`src/rtl/rv32i_types.sv`:
```
// rv32i_types: shared types for the fetch/decode front end
package rv32i_types;
  typedef struct packed {
    logic [31:0] pc;
    logic [31:0] inst;
  } iq_entry_t;
endpackage

```
`src/rtl/iq_ram.sv`:
```
// iq_ram: entry storage, one sync write port and one async read port, no reset
module iq_ram
  import rv32i_types::*;
#(
  parameter int DEPTH = 16,
  localparam int ADDR_W = $clog2(DEPTH)
) (
  input  logic              clk,
  input  logic              we,
  input  logic [ADDR_W-1:0] waddr,
  input  iq_entry_t         wdata,
  input  logic [ADDR_W-1:0] raddr,
  output iq_entry_t         rdata
);
  iq_entry_t mem [DEPTH];
  always_ff @(posedge clk) begin
    if (we) mem[waddr] <= wdata;
  end
  assign rdata = mem[raddr];
endmodule

```
`src/rtl/instr_queue.sv`:
```
// instr_queue: circular fetch-to-decode FIFO with dispatch backpressure and flush.
// Define IQ_PERF_EN to add saturating issue/stall performance counters.
module instr_queue
  import rv32i_types::*;
#(
  parameter int DEPTH = 16,
  localparam int ADDR_W = $clog2(DEPTH)
) (
  input  logic              clk,
  input  logic              rst,
  input  logic              flush,
  input  logic              enq_valid,
  input  logic [31:0]       enq_pc,
  input  logic [31:0]       enq_inst,
  output logic              full,
  input  logic              dis_freeze,
  output logic              iq_re,
  output logic [31:0]       deq_pc,
  output logic [31:0]       deq_inst,
  output logic              empty,
`ifdef IQ_PERF_EN
  output logic [31:0]       perf_issue_cnt,
  output logic [31:0]       perf_stall_cnt,
`endif
  output logic [ADDR_W:0]   count
);
  logic [ADDR_W:0] wptr, rptr;
  logic we;
  iq_entry_t head;
  assign count = wptr - rptr;
  assign empty = wptr == rptr;
  assign full = count == (ADDR_W+1)'(DEPTH);
  assign iq_re = !empty && !dis_freeze && !flush;
  assign we = enq_valid && !full && !flush;
  assign deq_pc = head.pc;
  assign deq_inst = head.inst;
  iq_ram #(.DEPTH(DEPTH)) u_ram (
    .clk(clk),
    .we(we),
    .waddr(wptr[ADDR_W-1:0]),
    .wdata('{pc: enq_pc, inst: enq_inst}),
    .raddr(rptr[ADDR_W-1:0]),
    .rdata(head)
  );
  always_ff @(posedge clk or posedge rst) begin
    if (rst) begin
      wptr <= '0;
      rptr <= '0;
    end else if (flush) begin
      wptr <= '0;
      rptr <= '0;
    end else begin
      wptr <= wptr + (ADDR_W+1)'(we);
      rptr <= rptr + (ADDR_W+1)'(iq_re);
    end
  end
`ifdef IQ_PERF_EN
  // Counters survive flush; only rst clears them.
  always_ff @(posedge clk or posedge rst) begin
    if (rst) begin
      perf_issue_cnt <= '0;
      perf_stall_cnt <= '0;
    end else begin
      if (iq_re && perf_issue_cnt != '1) perf_issue_cnt <= perf_issue_cnt + 32'd1;
      if (!empty && dis_freeze && perf_stall_cnt != '1) perf_stall_cnt <= perf_stall_cnt + 32'd1;
    end
  end
`endif
endmodule
```
`config.mk`:
```
export PLATFORM = sky130hd
export DESIGN_NAME = instr_queue
export DESIGN_NICKNAME = d
export VERILOG_FILES = /design/src/rtl/rv32i_types.sv /design/src/rtl/iq_ram.sv /design/src/rtl/instr_queue.sv
export SDC_FILE = /design/constraint.sdc
export NUM_CORES = 1
export LEC_CHECK = 0
export ABC_AREA = 1
export BUFFER_PORTS_ARGS = -buffer_cell sky130_fd_sc_hd__buf_2
export CAP_MARGIN = 0
export CORE_MARGIN = 10
export CORE_UTILIZATION = 30
export DETAILED_ROUTE_END_ITERATION = 12
export SLEW_MARGIN = 25
export SYNTH_ARGS = -nofsm -noshare
export SYNTH_HDL_FRONTEND = slang
export SYNTH_HIERARCHICAL = 1
export SYNTH_SLANG_ARGS = --single-unit
```
`constraint.sdc`:
```
create_clock -name clk -period 14.84 [get_ports clk]
set_input_delay 2.968 -clock clk [delete_from_list [all_inputs] [get_ports clk]]
set_output_delay 2.968 -clock clk [all_outputs]
set_load 0.005 [all_outputs]
```
# [Word level (Yosys, flattened, before mapping)]
# Memories as Yosys holds them, arrays and structs flattened.
# Index checks and enable logic that the tools add are counted.
[op_classes] n_addsub=3 eq_ne=2 muxes=4 reduce_logical=8
[op_table] operator="$add A5 B1 Y5" n=2
[op_table] operator="$mux W5" n=2
[op_table] operator="$eq A5 B5 Y1" n=1
[op_table] operator="$eq A5 B5 Y1 const B" n=1
[op_table] operator="$sub A5 B5 Y5" n=1
[op_table] operator="$logic_and A1 B1 Y1" n=4
[op_table] operator="$logic_not A1 Y1" n=4
[op_table] operator="$mux W1" n=2
[totals] output_inout_bits=72 ramBits=1024 in_bits=69 mem_count=1 elab_cells=20 reg_bits=10
[memory_table] memory="u_ram.mem" depth=16 width=64 read_ports=1 rd_ports_with_merged_regs=0 wr=1 line="iq_ram.sv:15" text="iq_entry_t mem [DEPTH];"

# [Depth between registers and ports, before layout]
[depth] ltp_word=7 mapped_depth=16 ltp_nobuf=16

# [Hierarchy]
# The synthesis kept the hierarchy.
[modules_own_cells] mod="iq_ram" cells_each=4146 area_per_inst_um2=44004.7 instances=1 seq_area_each_um2=30749.5
[modules_own_cells] mod="instr_queue" cells_each=85 area_per_inst_um2=666.9 instances=1 seq_area_each_um2=250.2

# [Worst setup path after synthesis]
# OpenSTA, ideal clock, no wires.
[synth_path] kind="in2reg" startpoint="input flush" endpoint="memory u_ram/mem[12][0] in the netlist's numbering (enable)" n_path_buf=1 t_required_ns=14.353 stages=6 path_slack_ns=8.025 arrival_ns=6.329 cell_sequence="buf_2 > inv_1 > nand2_1 > nor2_1 > nand3_1 > nor2_1"
[synth_via] elab_chain_cells=4
[synth_lines] element="start, declared" line="instr_queue.sv:11" text="input logic flush,"
[synth_lines] element="$logic_not A1 Y1" line="instr_queue.sv:34" text="assign we = enq_valid && !full && !flush;"
[synth_lines] element="$logic_and A1 B1 Y1" line="instr_queue.sv:34"
[synth_lines] element="named net we" line="instr_queue.sv:28" text="logic we;"
[synth_lines] element="$mux W1" line="iq_ram.sv:17" text="if (we) mem[waddr] <= wdata;"
[synth_lines] element="$mux W1 (not written as such)" line="iq_ram.sv:17"
[synth_lines] element="end, declared" line="iq_ram.sv:15"
# The timed path passes the listed nets, and every way through them passes these cells.

# [Worst setup path in the final report]
[layout_path] startpoint="register rptr[0]" endpoint="output deq_inst[8]"
[layout_via] elab_chain_cells=1
[layout_lines] element="start, declared" line="instr_queue.sv:27" text="logic [ADDR_W:0] wptr, rptr;"
[layout_lines] element="start signal, assigned" line="instr_queue.sv:54" text="rptr <= rptr + (ADDR_W+1)'(iq_re);"
[layout_lines] element="$mem_v2 Z16 W64"
[layout_lines] element="end, declared" line="instr_queue.sv:19" text="output logic [31:0] deq_inst,"
# No other way between the ends.

==> results.ini <==
[placement]
hpwlAfterDp_um = 56200
portBuffers = 140
dpl_worst_slack_ns = 7.721
dp.cells = 6137
gp_congestion = 0.7234

[timing]
slew_headroom_pct = 28.29
slew_viol_final = 0
setup_viol = 0
rsz0062_at_grt = false
skew_ns = 0.03504
fin_crit_ns = 7.396
fin_crit_sh_pct = 49.84
clock.fmax_ghz = 0.1352
fin_ws_ns = 7.444
worst-slew-pin-transition_ns = 1.076
tns_ns = 0
final-hold-violation-count = 0

[detailed_routing]
finalWirelength_um = 116900
wl_met1_um = 49770
vias = 28770
ant_nets = 0
drtIter0Drc = 2520
via_per_inst = 4.537
route.met3.wl_um = 6601
drt-pass1-iter-count = 5
topRoutingLayerUsed = met5
drc = 0
wire_per_inst_um = 18.44
met2_length_um = 57510

[setup_path]
critPathTopFamily = buffers and inverters
max_stage_delay_ns = 0.71
ff2ff_setup_slack_ns = 9.80
reg2reg_from = rptr[2]
cp-start-kind = flip-flop
worstPathArrival_ns = 4.43
end_kind = primary output
crit_path_start = rptr[0]
crit_buf_inv = 4
path_class = flip-flop to primary output
cp_max_fo = 178
critPathCapture = deq_inst[8]
required_ns = 11.87
path_common_cell = nand2_1
r2r-end = u_ram/mem[12][56]
critPathSlowestCell = buf_6
rr_worst_depth = 11
worstPathCellList = inv_16 > buf_6 > buf_6 > nand2_1 > nand2_1 > nand2_1 > nand3_1 > nand3_1 > nand2_1 > buf_2
path_depth = 10

[worst_hold_path]
min_path_type = flip-flop to flip-flop

[yosys]
synthTopCellsByArea = edfxtp_1 69%, nand2_1 11%, nand3_1 8.7%
syn_inst = 4231
yosysSeqAreaShare_pct = 69.39
ys_warn_count = 6
avgSynthCellArea_um2 = 10.56
yosysTopAreaCell = edfxtp_1
synth.cell_area_um2 = 44670
synth-seq-cells = 1034
syn_nets = 4309
synth.distinct_cells = 27
synth_top_area_share_pct = 68.83

[power]
power.density_nw_per_um2 = 123.8
switching_power_mw = 1.410
leakage_nw = 20.96
seqPwrFrac_pct = 51.8
max-vdd-ir-drop_uv = 91.55
p_sw_share_pct = 22.55
internal_power_mw = 4.842
clock_power_share_pct = 42.8
comb_power_share_pct = 5.4

[die]
die_x_um = 405.9
die-area_um2 = 164700
core_um2 = 147800
start_util_pct = 30.22
die_height_um = 405.9
rows = 141
io_pins = 141

[global_route]
grt_pass1_wl_um = 175000
grt_max_degree = 179
overflow = 0
antenna_found_initial = 21
grt_pass1_vias = 27370
track_usage_pct = 13.89

[clocking]
postCtsHoldBufs = 0
ctsHtreeMaxLevel = 3
cts_sinks = 1034
cts_root_buf = clkbuf_16
cts_buffers = 107
clockBufferDepth = 3
cts_tree = built
cts_resized = 0
cts_setup_buffers = 0
clkSlewWorstSetupHoldPaths_ns = 0.06
clock_latency_ns = 0.74

[job]
cap_violations = 0

[cells_and_area]
layout-drive-gt1-share_pct = 8.392
nets = 4394
area_growth_pct = 13.04
stdcell_count = 6340

[outcome]
outcome = complete, no violations

stage by stage:
stage | total power, mW | util [%] | cell area, um^2 | hold WS, ns
floorplan | 3.521 | - | 44670 | 0.5122
global placement | 3.641 | 31.78 | 46990 | 0.5261
detailed placement | 3.646 | 31.78 | 46990 | 0.5343
CTS | 6.321 | 34.15 | 50480 | 0.5430
global route | 6.479 | 34.16 | 50500 | 0.5910
finish | 6.252 | 34.16 | 50500 | 0.5370
how the worst min path moves through the flow:
stage | from | to | slack [ns] | cells past startpoint
2_1_floorplan | wptr[4] | wptr[4] | 0.51 | 2
5_1_grt | wptr[4] | wptr[4] | 0.59 | 2
3_3_place_gp | wptr[4] | wptr[4] | 0.53 | 2
4_1_cts | wptr[4] | wptr[4] | 0.54 | 2
6_report | wptr[4] | wptr[4] | 0.54 | 2
3_5_place_dp | wptr[4] | wptr[4] | 0.53 | 2
kinds of logic (layout without fill, tap and decap cells):
logic type / Yosys count / in the layout / share of synthesized area [%]
compound gates: 7 / 7 / 0.07842
xor+xnor: 3 / 3 / 0.05883
fa+ha+maj: 9 / 9 / 0.2689
buf+inv: 1003 / 1181 / 9.699
flops: 1034 / 1034 / 69.39
other cells: 0 / 1 / 0
simple gates: 2175 / 2175 / 20.50
synthesized netlist by cell type:
library cell  count
nand2_1        1360
edfxtp_1       1024
inv_1           787
nand3_1         777
buf_2           117
buf_6            46
nor2_1           30
clkbuf_1         21
buf_4            16
buf_1            11
dfrtp_1          10
ha_1              8
a21oi_1           4
inv_2             3
o21ai_0           3
nand3b_1          2
xnor2_1           2
and2_1            1
buf_8             1
fa_1              1
inv_6             1
nand4_1           1
nor2_2            1
nor3_1            1
or2_0             1
or2_1             1
xor2_1            1
metal layers:
layer / global-route usage, % / up-vias
met4: 3.745 / 16
met2: 24.26 / 786
li1: - / 13830
met1: 17.50 / 13940
met3: 2.691 / 190
met5: 0 / -
state kept, by name (all words and copies together), names as in the netlist:
| register | flops |
|---|---|
| wptr | 5 |
| u_ram/mem | 1024 |
| rptr | 5 |
layout by cell type (no fill, tap or decap), types with 8 or more instances in the layout:
master        n
nor2_4       16
clkinv_2     21
buf_4        42
inv_1       786
ha_1          8
buf_2       140
clkinv_1     28
nand2_1    1360
clkbuf_1     18
edfxtp_1   1024
nand3_1     777
bufinv_16    10
nor2_1       14
clkbuf_16   108
worst min-delay path: stages (launching register included):
cell	delay, ns
dfrtp_1	0.38
inv_2	0.06
a21oi_1	0.05
layout make-up:
| class | instances | area (um^2) |
|---|---|---|
| fill | 14730 | 97340 |
| multi-input combinational | 2194 | 9459 |
| antenna | 1 | 2.502 |
| timing repair buffer | 188 | 1110 |
| sequential | 1034 | 31010 |
| inverter | 791 | 3000 |
| tap | 1930 | 2415 |
| clock inverter | 76 | 724.4 |
| clock buffer | 126 | 2770 |
power groups by stage:
stage,clock [mW],sequential (mW),combinational (mW)
floorplan,0,3.30,0.223
global placement,0,3.30,0.342
detailed placement,0,3.30,0.345
CTS,2.74,3.24,0.347
global route,2.85,3.24,0.387
finish,2.68,3.24,0.338
(Power assumes the default switching activity.)
